===== config.mk =====
export PLATFORM = sky130hd
export DESIGN_NAME = apb_cmd_sequencer_flat
export DESIGN_NICKNAME = d
export VERILOG_FILES = /design/src/rtl/apb_cmd_sequencer_if.sv /design/src/rtl/apb_cmd_sequencer.sv /design/src/flat_wrapper.sv
export SDC_FILE = /design/constraint.sdc
export NUM_CORES = 1
export LEC_CHECK = 0
export BUFFER_PORTS_ARGS = -buffer_cell sky130_fd_sc_hd__buf_2
export CORE_AREA = 2 2 110 112
export CTS_CLUSTER_DIAMETER = 120
export CTS_CLUSTER_SIZE = 24
export DETAILED_ROUTE_END_ITERATION = 8
export DIE_AREA = 0 0 112 114
export MAX_ROUTING_LAYER = met4
export PLACE_DENSITY = 0.84
export SYNTH_ARGS = -nofsm -noshare
export SYNTH_HDL_FRONTEND = slang
export SYNTH_SLANG_ARGS = --single-unit

===== constraint.sdc =====
create_clock -name rclk -period 2.4 [get_ports rclk]
set_clock_uncertainty 0.1 [all_clocks]
set_input_delay 0.48 -clock rclk [delete_from_list [all_inputs] [get_ports rclk]]
set_output_delay 0.48 -clock rclk [all_outputs]
set_load 0.01 [all_outputs]

===== src/rtl/apb_cmd_sequencer_if.sv =====
// apb_cmd_sequencer_if: APB requester/completer signal bundle
interface apb_cmd_sequencer_if #(
  parameter int ADDR_WIDTH = 32,
  parameter int DATA_WIDTH = 32
);
  logic                  PSEL, PENABLE, PWRITE, PREADY, PSLVERR;
  logic [ADDR_WIDTH-1:0] PADDR;
  logic [DATA_WIDTH-1:0] PWDATA, PRDATA;
  modport master (output PSEL, PENABLE, PWRITE, PADDR, PWDATA, input PRDATA, PREADY, PSLVERR);
  modport slave  (input PSEL, PENABLE, PWRITE, PADDR, PWDATA, output PRDATA, PREADY, PSLVERR);
endinterface


===== src/rtl/apb_cmd_sequencer.sv =====
// apb_cmd_sequencer: pops {write, addr, wdata} commands, runs one APB transfer each, pushes {timeout, slverr, rdata}
module apb_cmd_sequencer #(
  parameter int ADDR_WIDTH = 32,
  parameter int DATA_WIDTH = 32,
  parameter int TIMEOUT_CYCLES = 256,
  localparam int CMD_W = 1 + ADDR_WIDTH + DATA_WIDTH,
  localparam int RSP_W = 2 + DATA_WIDTH
) (
  input  logic                 rclk,
  input  logic                 reset_n,
  input  logic                 enable,
  input  logic                 cmd_empty,
  output logic                 cmd_ren,
  input  logic [CMD_W-1:0]     cmd_rdata,
  input  logic                 rsp_full,
  output logic                 rsp_wen,
  output logic [RSP_W-1:0]     rsp_wdata,
  apb_cmd_sequencer_if.master  apb,
  output logic                 busy,
  output logic [15:0]          done_cnt
);
  typedef enum logic [2:0] {IDLE, LOAD, SETUP, ACCESS, RESP} state_t;
  state_t state, state_nx;
  logic [15:0] wait_cnt;
  logic tmo;
  always_comb begin
    cmd_ren = reset_n && state == IDLE && enable && !cmd_empty;
    rsp_wen = reset_n && state == RESP && !rsp_full;
    tmo = !apb.PREADY && wait_cnt == 16'(TIMEOUT_CYCLES - 1);
    state_nx = state;
    case (state)
      IDLE:    state_nx = cmd_ren ? LOAD : IDLE;
      LOAD:    state_nx = SETUP;
      SETUP:   state_nx = ACCESS;
      ACCESS:  state_nx = (apb.PREADY || tmo) ? RESP : ACCESS;
      RESP:    state_nx = rsp_wen ? IDLE : RESP;
      default: state_nx = IDLE;
    endcase
  end
  assign busy = state != IDLE;
  // rsp_wdata doubles as the result latch; PREADY beats a coincident timeout
  always_ff @(posedge rclk) begin
    if (!reset_n) begin
      state       <= IDLE;
      apb.PSEL    <= 1'b0;
      apb.PENABLE <= 1'b0;
      apb.PWRITE  <= 1'b0;
      apb.PADDR   <= '0;
      apb.PWDATA  <= '0;
      rsp_wdata   <= '0;
      wait_cnt    <= '0;
      done_cnt    <= '0;
    end else begin
      state <= state_nx;
      if (state == LOAD) begin
        apb.PWRITE <= cmd_rdata[CMD_W-1];
        apb.PADDR  <= cmd_rdata[DATA_WIDTH +: ADDR_WIDTH];
        apb.PWDATA <= cmd_rdata[CMD_W-1] ? cmd_rdata[DATA_WIDTH-1:0] : '0;
        apb.PSEL   <= 1'b1;
      end
      if (state == SETUP) begin
        apb.PENABLE <= 1'b1;
        wait_cnt    <= '0;
      end
      if (state == ACCESS) begin
        if (apb.PREADY) rsp_wdata <= {1'b0, apb.PSLVERR, apb.PWRITE ? {DATA_WIDTH{1'b0}} : apb.PRDATA};
        else if (tmo) rsp_wdata <= {2'b11, {DATA_WIDTH{1'b0}}};
        else wait_cnt <= wait_cnt + 16'd1;
        if (state_nx == RESP) begin
          apb.PSEL    <= 1'b0;
          apb.PENABLE <= 1'b0;
        end
      end
      if (rsp_wen) done_cnt <= done_cnt + 16'd1;
    end
  end
endmodule


===== src/flat_wrapper.sv =====
// flat-port wrapper written by rule: the top's interface ports become plain ports
module apb_cmd_sequencer_flat 
#(
  parameter int ADDR_WIDTH = 32,
  parameter int DATA_WIDTH = 32,
  parameter int TIMEOUT_CYCLES = 256,
  localparam int CMD_W = 1 + ADDR_WIDTH + DATA_WIDTH,
  localparam int RSP_W = 2 + DATA_WIDTH
)
  (rclk, reset_n, enable, cmd_empty, cmd_ren, cmd_rdata, rsp_full, rsp_wen, rsp_wdata, busy, done_cnt, apb_PSEL, apb_PENABLE, apb_PWRITE, apb_PADDR, apb_PWDATA, apb_PRDATA, apb_PREADY, apb_PSLVERR);
  apb_cmd_sequencer_if #(.ADDR_WIDTH(ADDR_WIDTH), .DATA_WIDTH(DATA_WIDTH)) apb_i ();
  input  logic rclk;
  input  logic reset_n;
  input  logic enable;
  input  logic cmd_empty;
  output logic cmd_ren;
  input  logic [CMD_W-1:0] cmd_rdata;
  input  logic rsp_full;
  output logic rsp_wen;
  output logic [RSP_W-1:0] rsp_wdata;
  output logic busy;
  output logic [15:0] done_cnt;
  output wire logic [$bits(apb_i.PSEL)-1:0] apb_PSEL;
  output wire logic [$bits(apb_i.PENABLE)-1:0] apb_PENABLE;
  output wire logic [$bits(apb_i.PWRITE)-1:0] apb_PWRITE;
  output wire logic [$bits(apb_i.PADDR)-1:0] apb_PADDR;
  output wire logic [$bits(apb_i.PWDATA)-1:0] apb_PWDATA;
  input wire logic [$bits(apb_i.PRDATA)-1:0] apb_PRDATA;
  input wire logic [$bits(apb_i.PREADY)-1:0] apb_PREADY;
  input wire logic [$bits(apb_i.PSLVERR)-1:0] apb_PSLVERR;
  assign apb_PSEL = apb_i.PSEL;
  assign apb_PENABLE = apb_i.PENABLE;
  assign apb_PWRITE = apb_i.PWRITE;
  assign apb_PADDR = apb_i.PADDR;
  assign apb_PWDATA = apb_i.PWDATA;
  assign apb_i.PRDATA = apb_PRDATA;
  assign apb_i.PREADY = apb_PREADY;
  assign apb_i.PSLVERR = apb_PSLVERR;
  apb_cmd_sequencer #(.ADDR_WIDTH(ADDR_WIDTH), .DATA_WIDTH(DATA_WIDTH), .TIMEOUT_CYCLES(TIMEOUT_CYCLES)) u_core (.rclk(rclk), .reset_n(reset_n), .enable(enable), .cmd_empty(cmd_empty), .cmd_ren(cmd_ren), .cmd_rdata(cmd_rdata), .rsp_full(rsp_full), .rsp_wen(rsp_wen), .rsp_wdata(rsp_wdata), .apb(apb_i), .busy(busy), .done_cnt(done_cnt));
endmodule

# [Yosys cells after proc, flatten, opt, wreduce, memory -nomap -nowiden]
# Index checks and enable logic that the tools add are counted.
[classes] n_addsub=2 multipliers=0 div=0 order_cmp=0 n_eq_ne=6 shift=0 n_mux=18 bitwise=0 reduce_logical=14
[op_table] op="34-bit two-way mux" count=2
[op_table] op="16-bit two-way mux" count=4
[op_table] op="32-bit two-way mux" count=2
[op_table] op="16-bit by 1-bit adder with 16-bit output, second input constant" count=2
[op_table] op="16-bit by 8-bit == test with 1-bit output, second input constant" count=1
[op_table] op="3-bit case mux with 5 select lines" count=1
[op_table] op="1-bit two-way mux" count=7
[op_table] op="3-bit by 2-bit == test with 1-bit output, second input constant" count=2
[op_table] op="3-bit == test, second input constant" count=2
[op_table] op="1-bit logical AND" count=6
[op_table] op="3-bit two-way mux" count=2
[op_table] op="3-bit by 1-bit == test with 1-bit output, second input constant" count=1
[op_table] op="1-bit logical NOT" count=3
[op_table] op="3-bit logical NOT" count=1
[op_table] op="3-bit nonzero test" count=1
[op_table] op="2-bit AND reduction" count=1
[op_table] op="2-bit nonzero test" count=1
[op_table] op="1-bit logical OR" count=1
[totals] reg_bits=136 latchBits=0 ramBits=0 romBits=0 out_inout_bits=120 n_memories=0

# [Depth between registers and ports, before layout]
[logic_depth] ltp_word=9 mapped_depth=8

# [Worst setup path after synthesis]
# Ideal clock, no wire load.
[synth_path] path_type="flip-flop to flip-flop" start="register u_core.state[0]" end="register u_core.done_cnt[13]" setup_ps=70 arrival_ps=1886 t_required_ps=2230 path_slack_ps=343 stages_incl_launch_ff=7 period_less_slack_ps=2057 cell_sequence="dfxtp_1 -> or3b_1 -> buf_2 -> or3_1 -> buf_2 -> or4_1 -> a21oi_1"
[synth_via] elab_chain_len=3
[synth_rtl] element="start: declaration" line_no="apb_cmd_sequencer.sv:23" source="state_t state, state_nx;"
[synth_rtl] element="start signal: assignment" line_no="apb_cmd_sequencer.sv:54" source="state <= state_nx;"
[synth_rtl] element="3-bit == test" line_no="apb_cmd_sequencer.sv:28" source="rsp_wen = reset_n && state == RESP && !rsp_full;"
[synth_rtl] element="1-bit logical AND (2 in a row)" line_no="apb_cmd_sequencer.sv:28"
[synth_rtl] element="end signal: assignment" line_no="apb_cmd_sequencer.sv:74" source="if (rsp_wen) done_cnt <= done_cnt + 16'd1;"
[synth_rtl] element="end: declaration" line_no="apb_cmd_sequencer.sv:20" source="output logic [15:0] done_cnt"
# Every way passes these cells.
# A chain may end at the register's enable or synchronous reset.

# [Worst setup path after layout]
[layout_path] start="register u_core.state[1]" end="output rsp_wen"
[layout_via] elab_chain_len=3
[layout_rtl] element="3-bit == test" line_no="apb_cmd_sequencer.sv:28"
[layout_rtl] element="1-bit logical AND (2 in a row)" line_no="apb_cmd_sequencer.sv:28"
[layout_rtl] element="end: declaration" line_no="flat_wrapper.sv:19" source="output logic rsp_wen;"
# Every way passes these cells.

==> flow_summary.html <==
<table>
<tr><th>Metric</th><th>Value</th></tr>
<tr><th colspan="2">Status</th></tr>
<tr><td>Outcome</td><td>finished clean</td></tr>
<tr><th colspan="2">Final layout</th></tr>
<tr><td>Number of diodes added for antenna fixing</td><td>0</td></tr>
<tr><td>Commonest non-fill, non-tap cells in the layout</td><td>sky130_fd_sc_hd__buf_2, sky130_fd_sc_hd__nand2_1, sky130_fd_sc_hd__dfxtp_1, sky130_fd_sc_hd__a21oi_1, sky130_fd_sc_hd__nand3_1</td></tr>
<tr><td>Count of filler cells inserted in the layout</td><td>1,003</td></tr>
<tr><td>Area of all sequential standard cells</td><td>2720 µm²</td></tr>
<tr><td>Final core occ</td><td>63.1%</td></tr>
<tr><td>Share of cells above drive strength 1</td><td>32.7%</td></tr>
<tr><td># nets final</td><td>971</td></tr>
<tr><td>Final cell count without fillers</td><td>1,024</td></tr>
<tr><td>Synthesis-to-finish area growth</td><td>35.8%</td></tr>
<tr><td>Area of the multi-input gates</td><td>2490 µm²</td></tr>
<tr><td>Most common cell after layout, fill and taps aside</td><td>sky130_fd_sc_hd__buf_2</td></tr>
<tr><th colspan="2">Placed design</th></tr>
<tr><td># port buffers</td><td>223</td></tr>
<tr><td>Placed cell count</td><td>993</td></tr>
<tr><td>HPWL reported at the end of detailed placement</td><td>9870 µm</td></tr>
<tr><td>Routability congestion estimate from global placement</td><td>0.865</td></tr>
<tr><th colspan="2">Worst setup path</th></tr>
<tr><td>Highest-delay cell along the critical path</td><td>sky130_fd_sc_hd__or3b_1</td></tr>
<tr><td>CP delay by family, top</td><td>simple AND/OR/NAND/NOR gates</td></tr>
<tr><td>CP max FO</td><td>11</td></tr>
<tr><td>Kind of end point of the critical path</td><td>output port</td></tr>
<tr><td>Critical setup path kind</td><td>reg2out</td></tr>
<tr><td>Startpoint class of the critical path</td><td>register</td></tr>
<tr><td>Count of buffering cells on the critical path with inverters included</td><td>2</td></tr>
<tr><td>Worst endpoint required time</td><td>1.82 ns</td></tr>
<tr><td>Chain of cells forming the critical path</td><td>or3b_1, buf_4, nor2_2, buf_2</td></tr>
<tr><td>Arrival time of data at the critical path endpoint</td><td>1.68 ns</td></tr>
<tr><td>Critical path's largest stage delay</td><td>0.39 ns</td></tr>
<tr><th colspan="2">Synthesis</th></tr>
<tr><td>Flip-flop cell with the highest count after synthesis</td><td>sky130_fd_sc_hd__dfxtp_1</td></tr>
<tr><td>Yosys Warn Count</td><td>0</td></tr>
<tr><td>Avg Synthesized Cell Area</td><td>8.36 µm²</td></tr>
<tr><td>Simple-Gate Fraction of Synth Area</td><td>25.1%</td></tr>
<tr><td>Share of the synthesized area in compound gates (AO/OA/AOI/OAI)</td><td>12.2%</td></tr>
<tr><td>FFs w/ async S/R, synth</td><td>0%</td></tr>
<tr><td>Cell accounting for the most synthesized area</td><td>sky130_fd_sc_hd__dfxtp_1</td></tr>
<tr><td>Yosys top cell area share</td><td>50.0%</td></tr>
<tr><td>Multiplexer area fraction after synthesis</td><td>6.65%</td></tr>
<tr><td>Post-synthesis share of cell area spent on full adders, half adders and majority gates</td><td>0.460%</td></tr>
<tr><td>Count of unique library cells instantiated by Yosys</td><td>45</td></tr>
<tr><td>Count of flip-flops with a built-in enable after synthesis</td><td>0</td></tr>
<tr><td>Largest cells by area after synthesis</td><td>sky130_fd_sc_hd__dfxtp_1, sky130_fd_sc_hd__nand2_1, sky130_fd_sc_hd__a21oi_1</td></tr>
<tr><td>Sequential cell area fraction in the yosys report</td><td>50.0%</td></tr>
<tr><td>Largest family of logic cells by synthesized area</td><td>simple AND/OR/NAND/NOR gates</td></tr>
<tr><td>Mapped Area</td><td>5440 µm²</td></tr>
<tr><td>XOR/XNOR share of the synthesized area</td><td>1.13%</td></tr>
<tr><td>Nets in the synthesized netlist</td><td>757</td></tr>
<tr><td>#FFs+latches synth</td><td>136</td></tr>
<tr><td>Gate Count Post-Synth</td><td>651</td></tr>
<tr><th colspan="2">Routing</th></tr>
<tr><td>Total iterations of the first detailed-routing run</td><td>5</td></tr>
<tr><td>Total vias in the final route</td><td>5,384</td></tr>
<tr><td>Antenna-violating nets left</td><td>0</td></tr>
<tr><td>Final routed wire length divided by cell count</td><td>14.2 µm</td></tr>
<tr><td>Total length of routed wires</td><td>14,500 µm</td></tr>
<tr><td>Number of DRC violations after detailed routing</td><td>0</td></tr>
<tr><td>First-iteration detailed-routing DRC count</td><td>483</td></tr>
<tr><td>Per-cell via count in the routed design</td><td>5.26</td></tr>
<tr><th colspan="2">Die</th></tr>
<tr><td>Initial core utilization</td><td>46.5%</td></tr>
<tr><td>Row count</td><td>40</td></tr>
<tr><td>Die Span Y</td><td>114 µm</td></tr>
<tr><td>Die boundary width</td><td>112 µm</td></tr>
<tr><td>Total die area</td><td>12,800 µm²</td></tr>
<tr><td>I/O pins</td><td>224</td></tr>
<tr><td>Core outline area</td><td>11,700 µm²</td></tr>
<tr><th colspan="2">Clocking</th></tr>
<tr><td>H-tree depth</td><td>4</td></tr>
<tr><td>Clock buffers created by TritonCTS</td><td>17</td></tr>
<tr><td>Clock buffer depth</td><td>2</td></tr>
<tr><td>Hold Buf Count CTS</td><td>0</td></tr>
<tr><td>Clock sink total</td><td>136</td></tr>
<tr><td>Clk slew on worst S/H paths</td><td>0.06 ns</td></tr>
<tr><td>Source-to-sink clock delay at the later pin of the worst-skew pair</td><td>0.41 ns</td></tr>
<tr><td>Clock root cell</td><td>sky130_fd_sc_hd__clkbuf_16</td></tr>
<tr><td>TritonCTS clock tree</td><td>done</td></tr>
<tr><th colspan="2">GRT</th></tr>
<tr><td>Aggregate global-route resource usage</td><td>22.7%</td></tr>
<tr><td>Wire length of the first global-routing pass</td><td>23,100 µm</td></tr>
<tr><td>Antenna violations before repair</td><td>0</td></tr>
<tr><td>Pin count of the biggest net entering global routing</td><td>67</td></tr>
<tr><td>Number of global-route vias before repair</td><td>4,921</td></tr>
<tr><td>Grt total ovfl</td><td>0</td></tr>
<tr><th colspan="2">Timing</th></tr>
<tr><td>Achievable Freq</td><td>442 MHz</td></tr>
<tr><td>Final count of pins violating max slew</td><td>0</td></tr>
<tr><td>Final hold slack</td><td>0.208 ns</td></tr>
<tr><td>Worst slew slack as a fraction of its limit</td><td>57.0%</td></tr>
<tr><td>Final critical path time including I/O delays and setup</td><td>2.26 ns</td></tr>
<tr><td>Final clock period utilization by the worst path</td><td>94.2%</td></tr>
<tr><td>Endpoints failing hold</td><td>0</td></tr>
<tr><td>Final Setup Violations</td><td>0</td></tr>
<tr><td>Transition at the pin with the smallest max-transition slack</td><td>0.646 ns</td></tr>
<tr><td>Setup repair after global routing missed its margin</td><td>false</td></tr>
<tr><td>Setup Total Neg Slack</td><td>0 ns</td></tr>
<tr><th colspan="2">Power</th></tr>
<tr><td>Sequential Power Share</td><td>41.1%</td></tr>
<tr><td>Pwr/cell area</td><td>774 nW/µm²</td></tr>
<tr><td>Proportion of power drawn by combinational gates</td><td>8.1%</td></tr>
<tr><td>Peak supply drop</td><td>0.000479 V</td></tr>
<tr><td>Reported net switching power</td><td>1.29 mW</td></tr>
<tr><td>Clock power share</td><td>50.8%</td></tr>
<tr><td>Sw Share</td><td>22.6%</td></tr>
<tr><td>Internal power of the cells</td><td>4.42 mW</td></tr>
<tr><td>Static Leakage</td><td>3.22 nW</td></tr>
<tr><th colspan="2">Worst hold path</th></tr>
<tr><td>Worst hold path class</td><td>in2reg</td></tr>
<tr><th colspan="2">Run</th></tr>
<tr><td>Max cap viols</td><td>0</td></tr>
</table>
-- what timing repair did --
item                                    CTS  global route
endpoints found under the setup margin    1             1
gates resized for setup                   1             2
setup buffers                             0             0
pin swaps                                 0             0
gates cloned                              0             0
-- registers in the layout (all words and copies together), names as in the netlist --
name / count
u_core.apb.PADDR: 32
u_core.apb.PENABLE: 1
u_core.apb.PSEL: 1
u_core.apb.PWDATA: 32
u_core.apb.PWRITE: 1
u_core.done_cnt: 16
u_core.rsp_wdata: 34
u_core.state: 3
u_core.wait_cnt: 16
-- layer usage --
metal  GRT usage (%)  vias up  share of wire, %
met1            27.8     2479                44
met2            36.7      221                47
met3            6.70       16               7.9
li1                -     2668                 -
met4            6.83        0               1.3
met5               -        -                 0
-- cells by family (layout without fill, tap and decap cells) --
family	Yosys count	in the layout
AOI/OAI and AO/OA	114	114
xor gates and xnor gates	7	7
adders and majority gates	2	2
buffers and inverters	55	281
DFF	136	136
muxes	36	36
and+or+nand+nor	301	301
-- through the flow --
step / instance area, µm² / power [mW] / setup WS, ns
floorplan: 5440 / 2.64 / 0.343
global placement: 6720 / 2.85 / 0.313
detailed placement: 6720 / 2.86 / 0.265
CTS: 7380 / 5.77 / 0.0660
global route: 7390 / 5.93 / 0.0601
finish: 7390 / 5.72 / 0.138
-- worst reg2reg max path, stage by stage (launching register included) --
cell and delay (ns):
sky130_fd_sc_hd__dfxtp_1 0.38, sky130_fd_sc_hd__ha_1 0.22, sky130_fd_sc_hd__and3_1 0.24, sky130_fd_sc_hd__and4_1 0.24, sky130_fd_sc_hd__o211a_1 0.42, sky130_fd_sc_hd__buf_4 0.26
sky130_fd_sc_hd__mux2i_1 0.21
-- path summary, 6_finish.rpt --
check | from | endpoint | slack (ns) | cells after the start
max | u_core.state[1] | rsp_wen | 0.14 | 4
min | cmd_rdata[51] | u_core.apb.PADDR[19] | 0.21 | 3
min reg2reg | u_core.apb.PWDATA[29] | u_core.apb.PWDATA[29] | 0.35 | 2
max reg2reg | u_core.wait_cnt[0] | u_core.rsp_wdata[29] | 0.27 | 6
-- power by group through the flow --
stage	registers, mW	logic [mW]	clock network (mW)
finish	2.35	0.463	2.90
detailed placement	2.40	0.462	0
global route	2.36	0.510	3.06
global placement	2.39	0.459	0
floorplan	2.42	0.220	0
CTS	2.35	0.465	2.96
-- cells in the mapped netlist, types with 4 or more instances --
cell,count
sky130_fd_sc_hd__o21ai_0,8
sky130_fd_sc_hd__and4_1,6
sky130_fd_sc_hd__and3_1,7
sky130_fd_sc_hd__buf_1,9
sky130_fd_sc_hd__o31ai_1,4
sky130_fd_sc_hd__nand3_1,45
sky130_fd_sc_hd__mux2i_1,35
sky130_fd_sc_hd__nand4_1,6
sky130_fd_sc_hd__nand2b_1,4
sky130_fd_sc_hd__clkbuf_1,34
sky130_fd_sc_hd__or3_1,8
sky130_fd_sc_hd__nor2_1,17
sky130_fd_sc_hd__nor4_1,8
sky130_fd_sc_hd__nand2_1,179
sky130_fd_sc_hd__or4_1,4
sky130_fd_sc_hd__xnor2_1,7
sky130_fd_sc_hd__dfxtp_1,136
sky130_fd_sc_hd__a21oi_1,78
sky130_fd_sc_hd__nor3_1,6
sky130_fd_sc_hd__inv_1,5
-- area by class of cell --
class | count | share of cell area [%]
clock buffers | 20 | 6.32
well taps | 147 | 2.49
inverters | 5 | 0.254
clock inverters | 11 | 2.64
multi-input cells | 460 | 33.8
repair buffers | 245 | 17.7
flip-flops and latches | 136 | 36.9
No activity file was read; power rests on OpenSTA's default activity.
